===== config.mk =====
export PLATFORM = sky130hd
export DESIGN_NAME = booth_mul_sched_flat
export DESIGN_NICKNAME = d
export VERILOG_FILES = /design/src/rtl/booth_sched_pkg.sv /design/src/rtl/booth_mul_sched_if.sv /design/src/rtl/booth_mul_sched_rr_arbiter.sv /design/src/rtl/booth_mul_sched.sv /design/src/flat_wrapper.sv
export SDC_FILE = /design/constraint.sdc
export NUM_CORES = 1
export LEC_CHECK = 0
export CORE_MARGIN = 5
export CORE_UTILIZATION = 35
export DETAILED_ROUTE_END_ITERATION = 8
export PLACE_DENSITY = 0.65
export SETUP_SLACK_MARGIN = 0.02
export SYNTH_ARGS = -nofsm -noshare
export SYNTH_HDL_FRONTEND = slang
export SYNTH_HIERARCHICAL = 1
export SYNTH_SLANG_ARGS = --single-unit

===== constraint.sdc =====
create_clock -name clk -period 3.45 [get_ports clk]
set_input_delay 0.69 -clock clk [delete_from_list [all_inputs] [get_ports clk]]
set_output_delay 0.69 -clock clk [all_outputs]
set_load 0.03 [all_outputs]

===== src/rtl/booth_sched_pkg.sv =====
`default_nettype none
// +----------------------------------------------------------------------------+
// | Module   : booth_sched_pkg                                                 |
// | Brief    : Shared FSM encodings and default sizes for booth_mul_sched.     |
// | Revision : 1.0                                                             |
// +----------------------------------------------------------------------------+
package booth_sched_pkg;

    localparam logic [1:0] IDLE  = 2'd0;
    localparam logic [1:0] ISSUE = 2'd1;
    localparam logic [1:0] WAIT  = 2'd2;
    localparam logic [1:0] RESP  = 2'd3;

    typedef enum logic [1:0] {
        S_IDLE  = IDLE,
        S_ISSUE = ISSUE,
        S_WAIT  = WAIT,
        S_RESP  = RESP
    } state_t;

    localparam int c_DEF_WIDTH   = 4;
    localparam int c_DEF_OUT_W   = 2 * c_DEF_WIDTH + 1;
    localparam int c_DEF_TIMEOUT = 15;

endpackage
`default_nettype wire


===== src/rtl/booth_mul_sched_if.sv =====
`default_nettype none
// +----------------------------------------------------------------------------+
// | Module   : booth_mul_sched_if                                              |
// | Brief    : Request, response and core-side bundle of the Booth scheduler.  |
// | Revision : 1.0                                                             |
// +----------------------------------------------------------------------------+
interface booth_mul_sched_if
    import booth_sched_pkg::*;
#(
    parameter int NUM_REQ = 4,
    parameter int WIDTH   = c_DEF_WIDTH,
    parameter int OUT_W   = 2 * WIDTH + 1,
    parameter int ID_W    = 2
);
    logic [NUM_REQ-1:0]       req_valid;
    logic [NUM_REQ-1:0]       req_ready;
    logic [NUM_REQ*WIDTH-1:0] req_in1;
    logic [NUM_REQ*WIDTH-1:0] req_in2;
    logic                     rsp_valid;
    logic                     rsp_ready;
    logic [ID_W-1:0]          rsp_id;
    logic [OUT_W-1:0]         rsp_data;
    logic                     rsp_err;
    logic                     mul_start;
    logic [WIDTH-1:0]         mul_in1;
    logic [WIDTH-1:0]         mul_in2;
    logic                     mul_done;
    logic [OUT_W-1:0]         mul_out;

    // Master: requesters, response consumer and multiplier core combined.
    modport master (
        output req_valid, req_in1, req_in2, rsp_ready, mul_done, mul_out,
        input  req_ready, rsp_valid, rsp_id, rsp_data, rsp_err,
               mul_start, mul_in1, mul_in2
    );

    modport slave (
        input  req_valid, req_in1, req_in2, rsp_ready, mul_done, mul_out,
        output req_ready, rsp_valid, rsp_id, rsp_data, rsp_err,
               mul_start, mul_in1, mul_in2
    );
endinterface
`default_nettype wire


===== src/rtl/booth_mul_sched_rr_arbiter.sv =====
`default_nettype none
// +----------------------------------------------------------------------------+
// | Module   : rr_arbiter                                                      |
// | Brief    : Combinational round-robin search starting at a pointer.         |
// | Revision : 1.0                                                             |
// +----------------------------------------------------------------------------+
module rr_arbiter #(
    parameter int N     = 4,
    parameter int IDX_W = 2
) (
    input  wire logic [N-1:0]     req,
    input  wire logic [IDX_W-1:0] ptr,
    output logic      [N-1:0]     grant,
    output logic      [IDX_W-1:0] idx,
    output logic                  any
);

    always_comb begin
        int w_pos;
        w_pos = 0;
        grant = '0;
        idx   = '0;
        any   = 1'b0;
        for (int i = 0; i < N; i++) begin
            // ptr never exceeds N-1, so one subtraction gives the modulo
            w_pos = int'(ptr) + i;
            if (w_pos >= N) begin
                w_pos = w_pos - N;
            end
            if (!any && req[w_pos]) begin
                any          = 1'b1;
                grant[w_pos] = 1'b1;
                idx          = IDX_W'(w_pos);
            end
        end
    end

endmodule
`default_nettype wire


===== src/rtl/booth_mul_sched.sv =====
`default_nettype none
// +----------------------------------------------------------------------------+
// | Module   : booth_mul_sched                                                 |
// | Brief    : Round-robin sharing of one sequential Booth core with watchdog. |
// | Revision : 1.0                                                             |
// +----------------------------------------------------------------------------+
module booth_mul_sched
    import booth_sched_pkg::*;
#(
    parameter int NUM_REQ = 4,
    parameter int WIDTH   = c_DEF_WIDTH,
    parameter int OUT_W   = 2 * WIDTH + 1,
    parameter int TIMEOUT = c_DEF_TIMEOUT,
    parameter int ID_W    = 2
) (
    input wire logic         clk,
    input wire logic         rst,
    booth_mul_sched_if.slave bus
);

    localparam logic [7:0] c_TO_LAST = 8'(TIMEOUT - 1);
    localparam logic [ID_W-1:0] c_LAST_ID = ID_W'(NUM_REQ - 1);

    if (ID_W != $clog2(NUM_REQ)) begin : g_bad_id_w
        $error("ID_W must equal clog2(NUM_REQ)");
    end

    state_t             r_state;
    state_t             w_next;
    logic [ID_W-1:0]    r_ptr;
    logic [WIDTH-1:0]   r_op1;
    logic [WIDTH-1:0]   r_op2;
    logic [ID_W-1:0]    r_id;
    logic [OUT_W-1:0]   r_data;
    logic               r_err;
    logic               r_valid;
    logic [7:0]         r_cnt;

    logic [NUM_REQ-1:0] w_grant;
    logic [ID_W-1:0]    w_idx;
    logic               w_any;
    logic [NUM_REQ-1:0] w_ready;
    logic               w_start;
    logic               w_timeout;
    logic [WIDTH-1:0]   w_sel1;
    logic [WIDTH-1:0]   w_sel2;

    rr_arbiter #(
        .N     (NUM_REQ),
        .IDX_W (ID_W)
    ) u_arb (
        .req   (bus.req_valid),
        .ptr   (r_ptr),
        .grant (w_grant),
        .idx   (w_idx),
        .any   (w_any)
    );

    always_comb begin
        w_sel1 = '0;
        w_sel2 = '0;
        for (int i = 0; i < NUM_REQ; i++) begin
            if (w_grant[i]) begin
                w_sel1 = bus.req_in1[i*WIDTH +: WIDTH];
                w_sel2 = bus.req_in2[i*WIDTH +: WIDTH];
            end
        end
    end

    always_comb begin
        w_next    = r_state;
        w_ready   = '0;
        w_start   = 1'b0;
        w_timeout = (r_cnt == c_TO_LAST);
        case (r_state)
            S_IDLE: begin
                w_ready = w_grant;
                if (w_any) begin
                    w_next = S_ISSUE;
                end
            end
            S_ISSUE: begin
                w_start = 1'b1;
                w_next  = S_WAIT;
            end
            S_WAIT: begin
                if (bus.mul_done || w_timeout) begin
                    w_next = S_RESP;
                end
            end
            S_RESP: begin
                if (bus.rsp_ready) begin
                    w_next = S_IDLE;
                end
            end
            default: w_next = S_IDLE;
        endcase
    end

    always_ff @(posedge clk or posedge rst) begin
        if (rst) begin
            r_state <= S_IDLE;
        end else begin
            r_state <= w_next;
        end
    end

    always_ff @(posedge clk or posedge rst) begin
        if (rst) begin
            r_ptr   <= '0;
            r_op1   <= '0;
            r_op2   <= '0;
            r_id    <= '0;
            r_data  <= '0;
            r_err   <= 1'b0;
            r_valid <= 1'b0;
            r_cnt   <= '0;
        end else begin
            case (r_state)
                S_IDLE: begin
                    if (w_any) begin
                        r_op1 <= w_sel1;
                        r_op2 <= w_sel2;
                        r_id  <= w_idx;
                        r_ptr <= (w_idx == c_LAST_ID) ? '0 : w_idx + 1'b1;
                    end
                end
                S_ISSUE: begin
                    r_cnt <= '0;
                end
                S_WAIT: begin
                    r_cnt <= r_cnt + 8'd1;
                    // A done landing on the timeout cycle still delivers the product
                    if (bus.mul_done) begin
                        r_data  <= bus.mul_out;
                        r_err   <= 1'b0;
                        r_valid <= 1'b1;
                    end else if (w_timeout) begin
                        r_data  <= '0;
                        r_err   <= 1'b1;
                        r_valid <= 1'b1;
                    end
                end
                S_RESP: begin
                    if (bus.rsp_ready) begin
                        r_valid <= 1'b0;
                    end
                end
                default: ;
            endcase
        end
    end

    assign bus.req_ready = w_ready;
    assign bus.mul_start = w_start;
    assign bus.mul_in1   = r_op1;
    assign bus.mul_in2   = r_op2;
    assign bus.rsp_valid = r_valid;
    assign bus.rsp_id    = r_id;
    assign bus.rsp_data  = r_data;
    assign bus.rsp_err   = r_err;

endmodule
`default_nettype wire

===== src/flat_wrapper.sv =====
// flat-port wrapper written by rule: the top's interface ports become plain ports
module booth_mul_sched_flat import booth_sched_pkg::*;
#(
    parameter int NUM_REQ = 4,
    parameter int WIDTH   = c_DEF_WIDTH,
    parameter int OUT_W   = 2 * WIDTH + 1,
    parameter int TIMEOUT = c_DEF_TIMEOUT,
    parameter int ID_W    = 2
)
  (clk, rst, bus_req_valid, bus_req_in1, bus_req_in2, bus_rsp_ready, bus_mul_done, bus_mul_out, bus_req_ready, bus_rsp_valid, bus_rsp_id, bus_rsp_data, bus_rsp_err, bus_mul_start, bus_mul_in1, bus_mul_in2);
  booth_mul_sched_if #(.NUM_REQ(NUM_REQ), .WIDTH(WIDTH), .OUT_W(OUT_W), .ID_W(ID_W)) bus_i ();
  input wire logic clk;
  input wire logic rst;
  input wire logic [$bits(bus_i.req_valid)-1:0] bus_req_valid;
  input wire logic [$bits(bus_i.req_in1)-1:0] bus_req_in1;
  input wire logic [$bits(bus_i.req_in2)-1:0] bus_req_in2;
  input wire logic [$bits(bus_i.rsp_ready)-1:0] bus_rsp_ready;
  input wire logic [$bits(bus_i.mul_done)-1:0] bus_mul_done;
  input wire logic [$bits(bus_i.mul_out)-1:0] bus_mul_out;
  output wire logic [$bits(bus_i.req_ready)-1:0] bus_req_ready;
  output wire logic [$bits(bus_i.rsp_valid)-1:0] bus_rsp_valid;
  output wire logic [$bits(bus_i.rsp_id)-1:0] bus_rsp_id;
  output wire logic [$bits(bus_i.rsp_data)-1:0] bus_rsp_data;
  output wire logic [$bits(bus_i.rsp_err)-1:0] bus_rsp_err;
  output wire logic [$bits(bus_i.mul_start)-1:0] bus_mul_start;
  output wire logic [$bits(bus_i.mul_in1)-1:0] bus_mul_in1;
  output wire logic [$bits(bus_i.mul_in2)-1:0] bus_mul_in2;
  assign bus_i.req_valid = bus_req_valid;
  assign bus_i.req_in1 = bus_req_in1;
  assign bus_i.req_in2 = bus_req_in2;
  assign bus_i.rsp_ready = bus_rsp_ready;
  assign bus_i.mul_done = bus_mul_done;
  assign bus_i.mul_out = bus_mul_out;
  assign bus_req_ready = bus_i.req_ready;
  assign bus_rsp_valid = bus_i.rsp_valid;
  assign bus_rsp_id = bus_i.rsp_id;
  assign bus_rsp_data = bus_i.rsp_data;
  assign bus_rsp_err = bus_i.rsp_err;
  assign bus_mul_start = bus_i.mul_start;
  assign bus_mul_in1 = bus_i.mul_in1;
  assign bus_mul_in2 = bus_i.mul_in2;
  booth_mul_sched #(.NUM_REQ(NUM_REQ), .WIDTH(WIDTH), .OUT_W(OUT_W), .TIMEOUT(TIMEOUT), .ID_W(ID_W)) u_core (.clk(clk), .rst(rst), .bus(bus_i));
endmodule

==> flow_summary.json, run 1 <==
{
  "ctsRootBufferMaster": "clkbuf_8",
  "hold_path_class": "reg -> reg",
  "numPlacedInstances": 394,
  "worstPathArrival_ns": 2.70,
  "dr_total_vias": 2172,
  "h-tree-depth": 2,
  "grt_overflow": 0,
  "clkTransAtPathRegs_ns": 0.07,
  "fmax_mhz": 295,
  "cts_sinks": 33,
  "gp_congestion": 0.854,
  "synth-seq-cells": 33,
  "instances_no_fill": 403,
  "max_stage_delay_ns": 0.55,
  "cellLeakagePower_nw": 1.41,
  "grt_max_degree": 34,
  "fin_util_pct": 49.4,
  "syn_inst": 248,
  "insertedDiodeCount": 0,
  "tightest_slew_ns": 0.677,
  "ys_seq_area_share_pct": 34.3,
  "grt_pass1_wl_microns": 10000,
  "pre_cts_slack_ns": -0.0135,
  "wl_per_cell_microns": 14.8,
  "drive_gt1_share_pct": 12.1,
  "synth_top_area_cell": "dfrtp_1",
  "crit_slowest_cell": "mux4_2",
  "grt_pass1_vias": 2112,
  "synth_area_leaders": "dfrtp_1, ha_1, a221o_1",
  "area.growth.synth_to_final_pct": 38.7,
  "ant_nets": 0,
  "track_usage_pct": 14.2,
  "postCtsHoldBufs": 0,
  "maxCapViolations": 0,
  "setup_viol": 0,
  "first_iter_violations": 77,
  "synth_warnings": 6,
  "required_ns": 2.76,
  "hold_viol_final": 0,
  "reg2reg_from": "u_core/r_ptr[1]",
  "post-route-drc-count": 0,
  "rr_endpoint": "u_core/bus.mul_in2[1]",
  "synth_ff_type": "dfrtp_1",
  "cts.path.max_buffers": 2,
  "dp_hpwl_microns": 4580,
  "crit_fanout": 6,
  "cts_tree": "built",
  "synth_top_cells_by_count": "dfrtp_1, inv_1, a221o_1, ha_1",
  "port_buffers": 74,
  "antenna_found_initial": 0,
  "chipWidth_microns": 92.9,
  "worstHoldStart": "u_core/bus.rsp_err",
  "worst_path_most_repeated_cell": "buf_4",
  "synth_enable_flop_cells": 0,
  "cp-start-kind": "input port",
  "min_period_ns": 3.39,
  "rsz0062_at_grt": "no",
  "period_share_pct": 98.1,
  "power_density_nw_per_um2": 958,
  "totalWireLength_microns": 5970,
  "netlist_area_sq_um": 2410,
  "ir_drop_uv": 600,
  "synth.distinct_cells": 43,
  "num_rows": 30,
  "finalNetCount": 387,
  "whs_path_depth": 2,
  "slew_viol_final": 0,
  "drtPass1Iterations": 4,
  "finClkSkew_ns": 0.00952,
  "cp-end-kind": "output port",
  "io_pins": 75,
  "via_per_inst": 5.39,
  "core_area_sq_um": 6760,
  "start_util_pct": 35.6,
  "synth_top_area_share_pct": 34.3,
  "yosysMostFrequentCell": "dfrtp_1",
  "dieArea_sq_um": 8630,
  "crit_type": "in -> out",
  "die_y_microns": 92.9,
  "async_reset_ff_share_pct": 100,
  "max-slew-margin-rel_pct": 54.7,
  "worstRegToRegCells": 11,
  "cts_made_buffers": 5,
  "crit_path_cell_trace": "clkdlybuf4s50_1 -> mux4_2 -> nor4b_4 -> buf_4 -> a22oi_1 -> o21ai_0 -> and2_2 -> buf_4",
  "min_to": "u_core/bus.rsp_err",
  "insertion_delay_ns": 0.28,
  "synth_nets": 313,
  "status": "completed",
  "setup_ws_ns": 0.0641,
  "rrSetupSlack_ns": 0.76,
  "syn_area_per_cell_sq_um": 9.70
}
## area by class of cell
type	count	area [sq um]
Multi-Input combinational cell	177	1410
Inverter	21	78.8
Tap cell	80	100
Sequential cell	33	826
Clock buffer	7	86.3
Fill cell	636	3420
Timing Repair Buffer	84	808
Clock inverter	1	30.0
## how the worst max path moves through the flow
| stage | start | end | slack (ns) | cells after the start |
|---|---|---|---|---|
| detailed placement | bus_req_valid[2] | bus_req_ready[2] | -0.01 | 7 |
| CTS | bus_req_valid[2] | bus_req_ready[1] | 0.02 | 7 |
| floorplan | u_core/r_ptr[0] | bus_req_ready[2] | 0.02 | 11 |
| finish | bus_req_valid[3] | bus_req_ready[2] | 0.06 | 8 |
| global route | bus_req_valid[3] | bus_req_ready[1] | 0.02 | 8 |
| global placement | bus_req_valid[2] | bus_req_ready[2] | 0.04 | 7 |
## routing by layer
layer	GRT usage [%]	share of wire, %
met5	0	0
met4	2.93	0.62
met3	5.61	11
met2	23.0	43
met1	18.0	45
## report_power, final
part	total (mW)	switching, mW	internal (mW)
clock	0.371	0.136	0.235
combinational	2.18	1.18	1.00
sequential	0.648	0.105	0.543
## worst max-delay path: cells and delay by family
| family | cells | cell delay, ns |
|---|---|---|
| buffers and inverters | 3 | 0.82 |
| muxes | 1 | 0.55 |
| and+or+nand+nor | 2 | 0.46 |
| AOI/OAI and AO/OA | 2 | 0.18 |
## through the flow
step	area, sq um	total power, mW	setup TNS, ns	hold WS [ns]
floorplan	2410	2.20	0	0.524
global placement	3220	2.79	0	0.496
detailed placement	3220	2.81	-0.0250	0.504
CTS	3330	3.20	0	0.520
global route	3340	3.47	0	0.565
finish	3340	3.20	0	0.517
## what timing repair did
item	CTS	global route
pin swaps	1	1
buffers inserted	0	1
resized for setup	2	5
setup endpoints to repair	4	4
## logic make-up (layout without fill, tap and decap cells)
group           count (synthesis)  count (layout)  synth area share [%]
simple gates                   67              67                  16.6
buf+inv                        38             113                  7.02
fa+ha+maj                      16              16                  8.32
flops                          33              33                  34.3
mux                            13              13                  8.27
compound gates                 81              81                  25.5
## state kept, by name, summed over array words and instances, names as in the netlist
name,count
u_core/bus.mul_in1,4
u_core/bus.rsp_id,2
u_core/r_state,2
u_core/bus.rsp_data,9
u_core/bus.mul_in2,4
u_core/r_ptr,2
u_core/r_cnt,8
u_core/bus.rsp_err,1
u_core/bus.rsp_valid,1
## placed cells by master (no fill, tap or decap), types with 2 or more instances in the layout
cell | netlist | layout
a21boi_0 | 3 | 3
a21oi_1 | 12 | 12
a221o_1 | 17 | 17
a22oi_1 | 8 | 7
a31oi_1 | 9 | 9
and2_1 | 5 | 3
and2_2 | 0 | 2
and2b_2 | 2 | 2
buf_4 | 1 | 14
clkbuf_8 | 0 | 6
clkdlybuf4s50_1 | 0 | 69
dfrtp_1 | 33 | 33
ha_1 | 16 | 16
inv_1 | 21 | 21
mux2_2 | 6 | 6
mux2i_1 | 3 | 3
mux4_2 | 1 | 4
nand2_1 | 12 | 12
nand2b_1 | 3 | 3
nand3_1 | 6 | 6
nand3b_1 | 9 | 9
nor2_1 | 13 | 13
nor2b_1 | 5 | 5
nor4_1 | 2 | 2
o211a_1 | 9 | 9
o211ai_1 | 4 | 4
o21ai_0 | 9 | 7
o21ai_1 | 0 | 2
o22ai_1 | 2 | 2
o31ai_1 | 2 | 2
or3_1 | 2 | 2
or4_1 | 2 | 2
(Power assumes the default switching activity.)
==> run 2: changes to the inputs <==
Settings changed: GPL_ROUTABILITY_DRIVEN from default to 1, PLACE_DENSITY 0.65 to default, PLACE_DENSITY_LB_ADDON from default to 0.2.
==> run 2 against run 1 <==
  * Global-route usage increased by 0.75 points
  * Combinational power about the same
  * Maximum frequency increased by 7.3%
  * Clock power decreased by 27%
  * Core utilization decreased by 0.11 points
  * Critical endpoint unchanged
==> flow_summary.json, run 2 (synthesized netlist as in run 1, its figures left out) <==
{
  "wl_per_cell_microns": 15.0,
  "area.growth.synth_to_final_pct": 38.4,
  "hold_viol_final": 0,
  "worstRegToRegCells": 11,
  "comb_power_share_pct": 70.6,
  "num_rows": 30,
  "swShare_pct": 45.7,
  "totalWireLength_microns": 6090,
  "drive_gt1_share_pct": 12.0,
  "grt_pass1_wl_microns": 10500,
  "clkTransAtPathRegs_ns": 0.06,
  "h-tree-depth": 2,
  "rrSetupSlack_ns": 0.67,
  "core_area_sq_um": 6760,
  "insertion_delay_ns": 0.28,
  "maxCapViolations": 0,
  "layout.cells.most_common": "clkdlybuf4s50_1",
  "period_share_pct": 91.4,
  "cts_sinks": 33,
  "mostFrequentLayoutCells": "clkdlybuf4s50_1, dfrtp_1, inv_1",
  "reg2reg_from": "u_core/r_ptr[0]",
  "slew_viol_final": 0,
  "cts.path.max_buffers": 2,
  "ir_drop_uv": 688,
  "die_y_microns": 92.9,
  "io_pins": 75,
  "worstHoldStart": "u_core/bus.rsp_id[0]",
  "drtPass1Iterations": 4,
  "via_per_inst": 5.46,
  "numPlacedInstances": 394,
  "status": "completed",
  "port_buffers": 74,
  "dp_hpwl_microns": 4630,
  "power_density_nw_per_um2": 941,
  "switchingPower_mw": 1.43,
  "crit_type": "reg -> out",
  "grt_max_degree": 21,
  "cp-end-kind": "output port",
  "min_to": "u_core/bus.rsp_id[0]",
  "gp_congestion": 0.808,
  "fmax_mhz": 317,
  "clkPwrFrac_pct": 8.7,
  "min_period_ns": 3.15,
  "finalNetCount": 389,
  "chipWidth_microns": 92.9,
  "max-slew-margin-rel_pct": 54.0,
  "crit_fanout": 5,
  "post-route-drc-count": 0,
  "tightest_slew_ns": 0.688,
  "fin_setup_tns_ns": 0,
  "dieArea_sq_um": 8630,
  "required_ns": 2.76,
  "finClkSkew_ns": 0.00678,
  "start_util_pct": 35.6,
  "grt_pass1_vias": 2200,
  "whs_path_depth": 1,
  "ant_nets": 0,
  "insertedDiodeCount": 0,
  "cellLeakagePower_nw": 1.44,
  "antenna_found_initial": 0,
  "p_int_mw": 1.70,
  "ctsRootBufferMaster": "clkbuf_8",
  "cp-start-kind": "register",
  "cts_made_buffers": 5,
  "largest_register_ffs": 9,
  "first_iter_violations": 132,
  "cts_tree": "built",
  "hold_path_class": "reg -> reg",
  "instances_no_fill": 405,
  "worstPathArrival_ns": 2.46,
  "rr_endpoint": "u_core/bus.mul_in2[3]",
  "track_usage_pct": 15.0,
  "postCtsHoldBufs": 0,
  "setup_viol": 0,
  "rsz0062_at_grt": "no",
  "grt_overflow": 0,
  "dr_total_vias": 2211,
  "pwr-share-seq_pct": 20.8,
  "fill_cells": 665
}
==> run 2: cell types whose count changed in the layout (fill, tap and decap cells not counted), sizes merged <==
| cell | delta |
|---|---|
| clkinv | +2 |
| bufinv | -1 |
| clkbuf | -1 |
| dlymetal6s2s | +3 |
| clkdlybuf4s50 | -3 |
| buf | +2 |
==> run 2: stage by stage <==
step	hold WS [ns]	utilization (%)	setup slack, ns	power [mW]	instance area (sq um)
CTS	0.517	48.8	0.0211	3.13	3300
global placement	0.495	47.6	0.0400	2.82	3220
global route	0.528	49.3	0.118	3.43	3330
finish	0.516	49.3	0.295	3.13	3330
floorplan	0.524	-	0.0198	2.20	2410
detailed placement	0.502	47.6	0.0217	2.84	3220
==> run 2: critical path: stages, from the launching register on <==
cell     delay (ns)
dfrtp_2        0.43
inv_1          0.14
ha_1           0.30
mux4_2         0.36
buf_4          0.17
buf_4          0.14
a22oi_1        0.19
o21ai_1        0.10
and2_2         0.20
buf_4          0.16
==> run 2: routing by layer <==
| layer | vias to the layer above | wire length, microns | GRT usage, % |
|---|---|---|---|
| li1 | 1084 | - | - |
| met1 | 1058 | 2760 | 20.0 |
| met2 | 63 | 2910 | 23.3 |
| met3 | 6 | 336 | 3.90 |
| met4 | 0 | 92 | 5.13 |
| met5 | - | 0 | 0 |
==> run 2: cell type report <==
cell class / count / area [sq um] / share of cell area [%]
flip-flops and latches: 33 / 827 / 24.8
multi-input cells: 177 / 1410 / 42.4
clock inverters: 2 / 10.0 / 0.301
repair buffers: 86 / 831 / 25.0
clock buffers: 6 / 72.6 / 2.18
well taps: 80 / 100 / 3.01
inverters: 21 / 78.8 / 2.37
==> run 2: timing repair <==
action / in CTS / in global routing
setup buffers: 0 / 3
gates resized for setup: 0 / 6
setup endpoints to repair: 0 / 4
==> run 2: how the worst max path moves through the flow <==
stage / startpoint / to / slack, ns / depth (start not counted)
final: u_core/r_ptr[0] / bus_req_ready[2] / 0.30 / 9
after global routing: u_core/r_ptr[0] / bus_req_ready[3] / 0.12 / 8
after CTS: bus_req_valid[2] / bus_req_ready[3] / 0.02 / 7
after detailed placement: bus_req_valid[2] / bus_req_ready[3] / 0.02 / 7
after global placement: bus_req_valid[2] / bus_req_ready[3] / 0.04 / 7
after floorplan: u_core/r_ptr[0] / bus_req_ready[2] / 0.02 / 11
==> run 2: power groups by stage <==
stage / Sequential (mW) / Combinational, mW / Clock [mW]
2_1_floorplan: 0.869 / 1.33 / 0
6_report: 0.650 / 2.21 / 0.271
4_1_cts: 0.660 / 2.19 / 0.286
5_1_grt: 0.673 / 2.45 / 0.304
3_5_place_dp: 0.665 / 2.18 / 0
3_3_place_gp: 0.661 / 2.16 / 0
==> run 3: changes to the inputs <==
Settings changed: CTS_CLUSTER_DIAMETER from default to 120.
==> results of run 3 <==
The final DEF is identical to that of run 2; final timing and power are the same.
